`config.mk`:
```
export PLATFORM = sky130hd
export DESIGN_NAME = multicycle_sequencer
export DESIGN_NICKNAME = d
export VERILOG_FILES = /design/src/rtl/rv_seq_pkg.sv /design/src/rtl/rv_op_classify.sv /design/src/rtl/multicycle_sequencer.sv
export SDC_FILE = /design/constraint.sdc
export NUM_CORES = 1
export LEC_CHECK = 0
export BUFFER_PORTS_ARGS = -buffer_cell sky130_fd_sc_hd__buf_4
export CAP_MARGIN = 40
export CORE_UTILIZATION = 58
export DETAILED_ROUTE_END_ITERATION = 7
export GPL_TIMING_DRIVEN = 0
export PLACE_DENSITY = 0.86
export SLEW_MARGIN = 10
export SYNTH_ARGS = -nofsm -noshare
export SYNTH_HDL_FRONTEND = slang
export SYNTH_SLANG_ARGS = --single-unit
```
`constraint.sdc`:
```
create_clock -name clk -period 6.44 [get_ports clk]
set_input_delay 1.288 -clock clk [delete_from_list [all_inputs] [get_ports clk]]
set_output_delay 1.288 -clock clk [all_outputs]
set_load 0.02 [all_outputs]
```
`src/rtl/rv_seq_pkg.sv`:
```
// Shared types and constants for the RV32I multi-cycle sequencer.
package rv_seq_pkg;

    typedef enum logic [2:0] {
        ST_IDLE   = 3'd0,
        ST_FETCH  = 3'd1,
        ST_DECODE = 3'd2,
        ST_EXEC   = 3'd3,
        ST_MEM    = 3'd4,
        ST_WB     = 3'd5,
        ST_TRAP   = 3'd6
    } state_t;

    localparam logic [6:0] OP_LOAD   = 7'b0000011;
    localparam logic [6:0] OP_STORE  = 7'b0100011;
    localparam logic [6:0] OP_BRANCH = 7'b1100011;
    localparam logic [6:0] OP_JAL    = 7'b1101111;
    localparam logic [6:0] OP_JALR   = 7'b1100111;
    localparam logic [6:0] OP_OP     = 7'b0110011;
    localparam logic [6:0] OP_OPIMM  = 7'b0010011;
    localparam logic [6:0] OP_LUI    = 7'b0110111;
    localparam logic [6:0] OP_AUIPC  = 7'b0010111;

    typedef enum logic [2:0] {
        CL_LOAD,
        CL_STORE,
        CL_BRANCH,
        CL_JUMP,
        CL_ALU,
        CL_ILLEGAL
    } op_class_t;

    typedef enum logic [1:0] {
        TRAP_NONE    = 2'd0,
        TRAP_ILLEGAL = 2'd1,
        TRAP_TIMEOUT = 2'd2
    } trap_cause_t;

endpackage

```
`src/rtl/rv_op_classify.sv`:
```
// Maps the opcode field of the instruction register onto a sequencing class.
module rv_op_classify
    import rv_seq_pkg::*;
(
    input  logic [6:0] i_op,
    output op_class_t  o_class
);

    always_comb begin
        o_class = CL_ILLEGAL;
        case (i_op)
            OP_LOAD:   o_class = CL_LOAD;
            OP_STORE:  o_class = CL_STORE;
            OP_BRANCH: o_class = CL_BRANCH;
            OP_JAL,
            OP_JALR:   o_class = CL_JUMP;
            OP_OP,
            OP_OPIMM,
            OP_LUI,
            OP_AUIPC:  o_class = CL_ALU;
            default:   o_class = CL_ILLEGAL;
        endcase
    end

endmodule

```
`src/rtl/multicycle_sequencer.sv`:
```
// Multi-cycle RV32I control FSM: commit strobes, memory handshake, counters and traps.
module multicycle_sequencer
    import rv_seq_pkg::*;
#(
    parameter int MEM_TIMEOUT = 255,
    parameter int CNT_W       = 32
) (
    input  logic             clk,
    input  logic             rst_n,
    input  logic             run,
    input  logic [6:0]       ir_op,
    input  logic             br_taken,
    input  logic             mem_ready,
    output logic             mem_req,
    output logic             mem_we,
    output logic             mem_addr_sel,
    output logic             ir_we,
    output logic             pc_we,
    output logic             pc_sel,
    output logic             reg_we,
    output logic             halted,
    output logic [1:0]       trap_cause,
    output logic [2:0]       state_o,
    output logic [CNT_W-1:0] cycle_cnt,
    output logic [CNT_W-1:0] instret_cnt
);

    localparam int WAIT_W = (MEM_TIMEOUT > 1) ? $clog2(MEM_TIMEOUT) : 1;
    localparam logic [WAIT_W-1:0] WAIT_LAST = WAIT_W'(MEM_TIMEOUT - 1);

    state_t            r_state;
    state_t            w_next;
    state_t            w_boundary;
    trap_cause_t       r_trapCause;
    trap_cause_t       w_trapCode;
    logic              r_halted;
    logic              w_trapSet;
    logic              w_retire;
    logic              w_waitExpired;
    logic [WAIT_W-1:0] r_waitCnt;
    logic [CNT_W-1:0]  r_cycleCnt;
    logic [CNT_W-1:0]  r_instretCnt;
    op_class_t         w_class;

    rv_op_classify u_classify (
        .i_op    (ir_op),
        .o_class (w_class)
    );

    assign w_boundary    = run ? ST_FETCH : ST_IDLE;
    assign w_waitExpired = !mem_ready && (r_waitCnt == WAIT_LAST);

    always_comb begin
        w_next       = r_state;
        w_trapSet    = 1'b0;
        w_trapCode   = TRAP_NONE;
        w_retire     = 1'b0;
        mem_req      = 1'b0;
        mem_we       = 1'b0;
        mem_addr_sel = 1'b0;
        ir_we        = 1'b0;
        pc_we        = 1'b0;
        pc_sel       = 1'b0;
        reg_we       = 1'b0;
        case (r_state)
            ST_IDLE: begin
                if (run) w_next = ST_FETCH;
            end
            ST_FETCH: begin
                mem_req = 1'b1;
                if (mem_ready) begin
                    ir_we  = 1'b1;
                    w_next = ST_DECODE;
                end else if (w_waitExpired) begin
                    w_trapSet  = 1'b1;
                    w_trapCode = TRAP_TIMEOUT;
                    w_next     = ST_TRAP;
                end
            end
            ST_DECODE: begin
                if (w_class == CL_ILLEGAL) begin
                    w_trapSet  = 1'b1;
                    w_trapCode = TRAP_ILLEGAL;
                    w_next     = ST_TRAP;
                end else begin
                    w_next = ST_EXEC;
                end
            end
            ST_EXEC: begin
                case (w_class)
                    CL_LOAD, CL_STORE: w_next = ST_MEM;
                    CL_BRANCH: begin
                        pc_we    = 1'b1;
                        pc_sel   = br_taken;
                        w_retire = 1'b1;
                        w_next   = w_boundary;
                    end
                    default: w_next = ST_WB;
                endcase
            end
            ST_MEM: begin
                mem_req      = 1'b1;
                mem_addr_sel = 1'b1;
                mem_we       = (w_class == CL_STORE);
                if (mem_ready) begin
                    if (w_class == CL_STORE) begin
                        pc_we    = 1'b1;
                        w_retire = 1'b1;
                        w_next   = w_boundary;
                    end else begin
                        w_next = ST_WB;
                    end
                end else if (w_waitExpired) begin
                    w_trapSet  = 1'b1;
                    w_trapCode = TRAP_TIMEOUT;
                    w_next     = ST_TRAP;
                end
            end
            ST_WB: begin
                reg_we   = 1'b1;
                pc_we    = 1'b1;
                pc_sel   = (w_class == CL_JUMP);
                w_retire = 1'b1;
                w_next   = w_boundary;
            end
            ST_TRAP: w_next = ST_TRAP;
            default: w_next = ST_IDLE;
        endcase
    end

    // Wait counter restarts on every state change, so it counts only consecutive stalls.
    always_ff @(posedge clk) begin
        if (!rst_n) begin
            r_state      <= ST_IDLE;
            r_trapCause  <= TRAP_NONE;
            r_halted     <= 1'b0;
            r_waitCnt    <= '0;
            r_cycleCnt   <= '0;
            r_instretCnt <= '0;
        end else begin
            r_state <= w_next;
            if (w_trapSet) begin
                r_trapCause <= w_trapCode;
                r_halted    <= 1'b1;
            end
            if (w_next != r_state) begin
                r_waitCnt <= '0;
            end else if ((r_state == ST_FETCH || r_state == ST_MEM) && !mem_ready) begin
                r_waitCnt <= r_waitCnt + WAIT_W'(1);
            end
            if (r_state != ST_IDLE && r_state != ST_TRAP) begin
                r_cycleCnt <= r_cycleCnt + CNT_W'(1);
            end
            if (w_retire) begin
                r_instretCnt <= r_instretCnt + CNT_W'(1);
            end
        end
    end

    assign state_o     = r_state;
    assign halted      = r_halted;
    assign trap_cause  = r_trapCause;
    assign cycle_cnt   = r_cycleCnt;
    assign instret_cnt = r_instretCnt;

endmodule

```
==> flow_summary.json <==
{
  "status": "finished with violations",
  "failed_checks": "DRC",
  "drive_above_1_share": 0.196,
  "ys_top_cells_by_count": "dfxtp_1, a21oi_1, nor2_1",
  "cp_cell_sequence": "clkbuf_1 -> nor4bb_1 -> a311oi_1 -> nor2_1 -> buf_4",
  "clock_path_buffers": 2,
  "cts_resized": 0,
  "wl_um": 10200,
  "holdCritStartpoint": "trap_cause[1]$_SDFFE_PN0P_",
  "hpwl_um": 7240,
  "postCtsHoldBufs": 0,
  "synth_fp_nets": 500,
  "worst-endpoint-required_ns": 5.15,
  "vias_per_cell": 6.05,
  "maxSlewViolCount": 0,
  "rr_endpoint": "instret_cnt[13]$_SDFFE_PN0P_",
  "area_growth_syn_to_layout_pct": 23.8,
  "synth-async-reset-ratio": 0,
  "setup_viol": 0,
  "rsz0062_at_grt": "false",
  "ir_drop_v": 0.000141,
  "wl_per_cell_um": 15.3,
  "yosysTopAreaCellShare": 0.397,
  "clkTransAtPathRegs_ns": 0.07,
  "worst_setup_path_start_kind": "input port",
  "yosysTopAreaCell": "dfxtp_1",
  "first_global_vias": 3777,
  "grt_start_max_net_pins": 13,
  "finalClockSkew_ns": 0.0125,
  "io-pin-count": 89,
  "final_area_mm2": 0.00487,
  "dpl.cell_count": 649,
  "timing.final.crit_period_ns": 4.08,
  "hold_depth": 2,
  "regToRegStartpoint": "state_o[0]$_SDFF_PN0_",
  "cts_tree": "built",
  "synth.avg_cell_area_um2": 8.13,
  "start_util": 0.609,
  "drt_iter0_drc": 222,
  "vias": 4024,
  "cts.sinks": 78,
  "die_y_um": 84.4,
  "cp.arrival_ns": 2.79,
  "crit_fanout": 9,
  "place.port_buffers": 87,
  "cts_buffers": 9,
  "ys_seq_elements": 78,
  "relSlewSlack": 0.354,
  "post-route-util": 0.755,
  "worstHoldPathType": "reg -> reg",
  "setup_tns_ns": 0,
  "track_usage": 0.289,
  "cts-root-buf": "clkbuf_8",
  "antenna_found_initial": 0,
  "r2r_slack_ns": 3.27,
  "drtAntennaViolNets": 0,
  "row_count": 29,
  "syn_area_mm2": 0.00394,
  "hold_viol_final": 0,
  "synth-edff-count": 0,
  "cp_num_cells": 5,
  "total_leakage_power_nw": 1.69,
  "endpoint_kind": "output pin",
  "crit_family": "compound AO/OA/AOI/OAI gates",
  "whs_endpoint": "trap_cause[1]$_SDFFE_PN0P_",
  "yosysMostFrequentCell": "dfxtp_1",
  "postCtsSetupRepairBufs": 0,
  "dieArea_mm2": 0.00712,
  "post-route-period-util": 0.634,
  "synthFlopType": "dfxtp_1",
  "powerDensity_mw_per_mm2": 194,
  "fillers": 501,
  "grt-ovfl-total": 0,
  "diodes": 0,
  "core_area_mm2": 0.00646,
  "seq_area_frac_synth": 0.397,
  "remaining_drc_errors": 6,
  "clkLatencyLatePin_ns": 0.35,
  "die_x_um": 84.4,
  "yosys_warnings": 0,
  "synth_area_leaders": "dfxtp_1, a21oi_1, xnor2_1, nor2_1, or3_1",
  "path_class": "in -> out",
  "finalNonFillerCells": 665,
  "synthCells": 484,
  "gp_congestion": 0.868,
  "htreeDepth": 3,
  "dr.pass1.iters": 7,
  "max_freq_mhz": 245,
  "place_area_mm2": 0.00469,
  "max_stage_delay_ns": 0.70,
  "drv_cap": 0,
  "worstMarginPinSlew_ns": 0.960,
  "layout.nets": 599,
  "grt_pass1_wl_um": 16800,
  "ys_types": 53,
  "crit_buf_inv": 2,
  "reg2reg_depth": 9,
  "slowest_stage": "a311oi_1"
}
## logic make-up after synthesis
family	share of synthesized area
fa+ha+maj	0.0127
buf+inv	0.0429
flops	0.397
mux	0.00763
compound gates	0.154
xor+xnor	0.0734
simple gates	0.312
## state kept, by name, indices dropped and copies added, names as in the netlist
name	cells
state_o	3
r_waitCnt	8
instret_cnt	32
cycle_cnt	32
trap_cause	2
halted	1
## cells in the final DEF, fill, tap and decap left out, types with 19 or more instances in the layout
| master | netlist | final |
|---|---|---|
| a21oi_1 | 46 | 46 |
| or3_1 | 25 | 25 |
| xnor2_1 | 23 | 23 |
| buf_4 | 0 | 87 |
| nor2_1 | 43 | 43 |
| clkbuf_1 | 24 | 27 |
| nand3_1 | 19 | 19 |
| o21ai_0 | 28 | 28 |
| dfxtp_1 | 78 | 78 |
| nand2_1 | 33 | 33 |
## where the power goes
part / internal [W] / switching, W / total [W]
logic: 0.0000369 / 0.0000600 / 0.0000968
clock network: 0.000178 / 0.000174 / 0.000353
registers: 0.000489 / 0.00000857 / 0.000498
total: 0.000704 / 0.000243 / 0.000947
## routing by layer
layer  GRT usage  wire length (um)  up-vias
met5           0                 0        -
met4       0.125               173        0
met3      0.0501               690       18
met2       0.490              4940      141
met1       0.364              4360     1904
li1            -                 -     1961
## worst max path at each step
stage                   start  endpoint  slack (ns)
floorplan            ir_op[2]    pc_sel        2.64
global placement    mem_ready     pc_we        2.43
detailed placement  mem_ready     pc_we        2.37
CTS                 mem_ready     pc_we        2.37
global route        mem_ready     pc_we        2.16
finish              mem_ready     pc_we        2.36
## area by class of cell
type,instances,area (um^2),share of cell area
multi-input combinational,363,2210,0.453
sequential,78,1560,0.320
timing repair buffer,88,658,0.135
clock buffer,12,135,0.0277
buffer,26,105,0.0216
tap,77,96.3,0.0198
inverter,17,63.8,0.0131
clock inverter,4,47.5,0.00976
## tightest hold or removal path: cells and delay by family, from the launching register on
family	cells	cell delay, ns
AND/OR/NAND/NOR	1	0.05
AO/OA/AOI/OAI	1	0.05
flip-flops	1	0.32
## through the flow
stage | setup WS (ns) | power [W] | hold slack [ns]
floorplan | 2.64 | 0.000567 | 0.472
global placement | 2.43 | 0.000601 | 0.442
detailed placement | 2.37 | 0.000604 | 0.451
CTS | 2.37 | 0.000949 | 0.464
global route | 2.16 | 0.000983 | 0.501
finish | 2.36 | 0.000947 | 0.460
No activity file was read; power rests on OpenSTA's default activity.
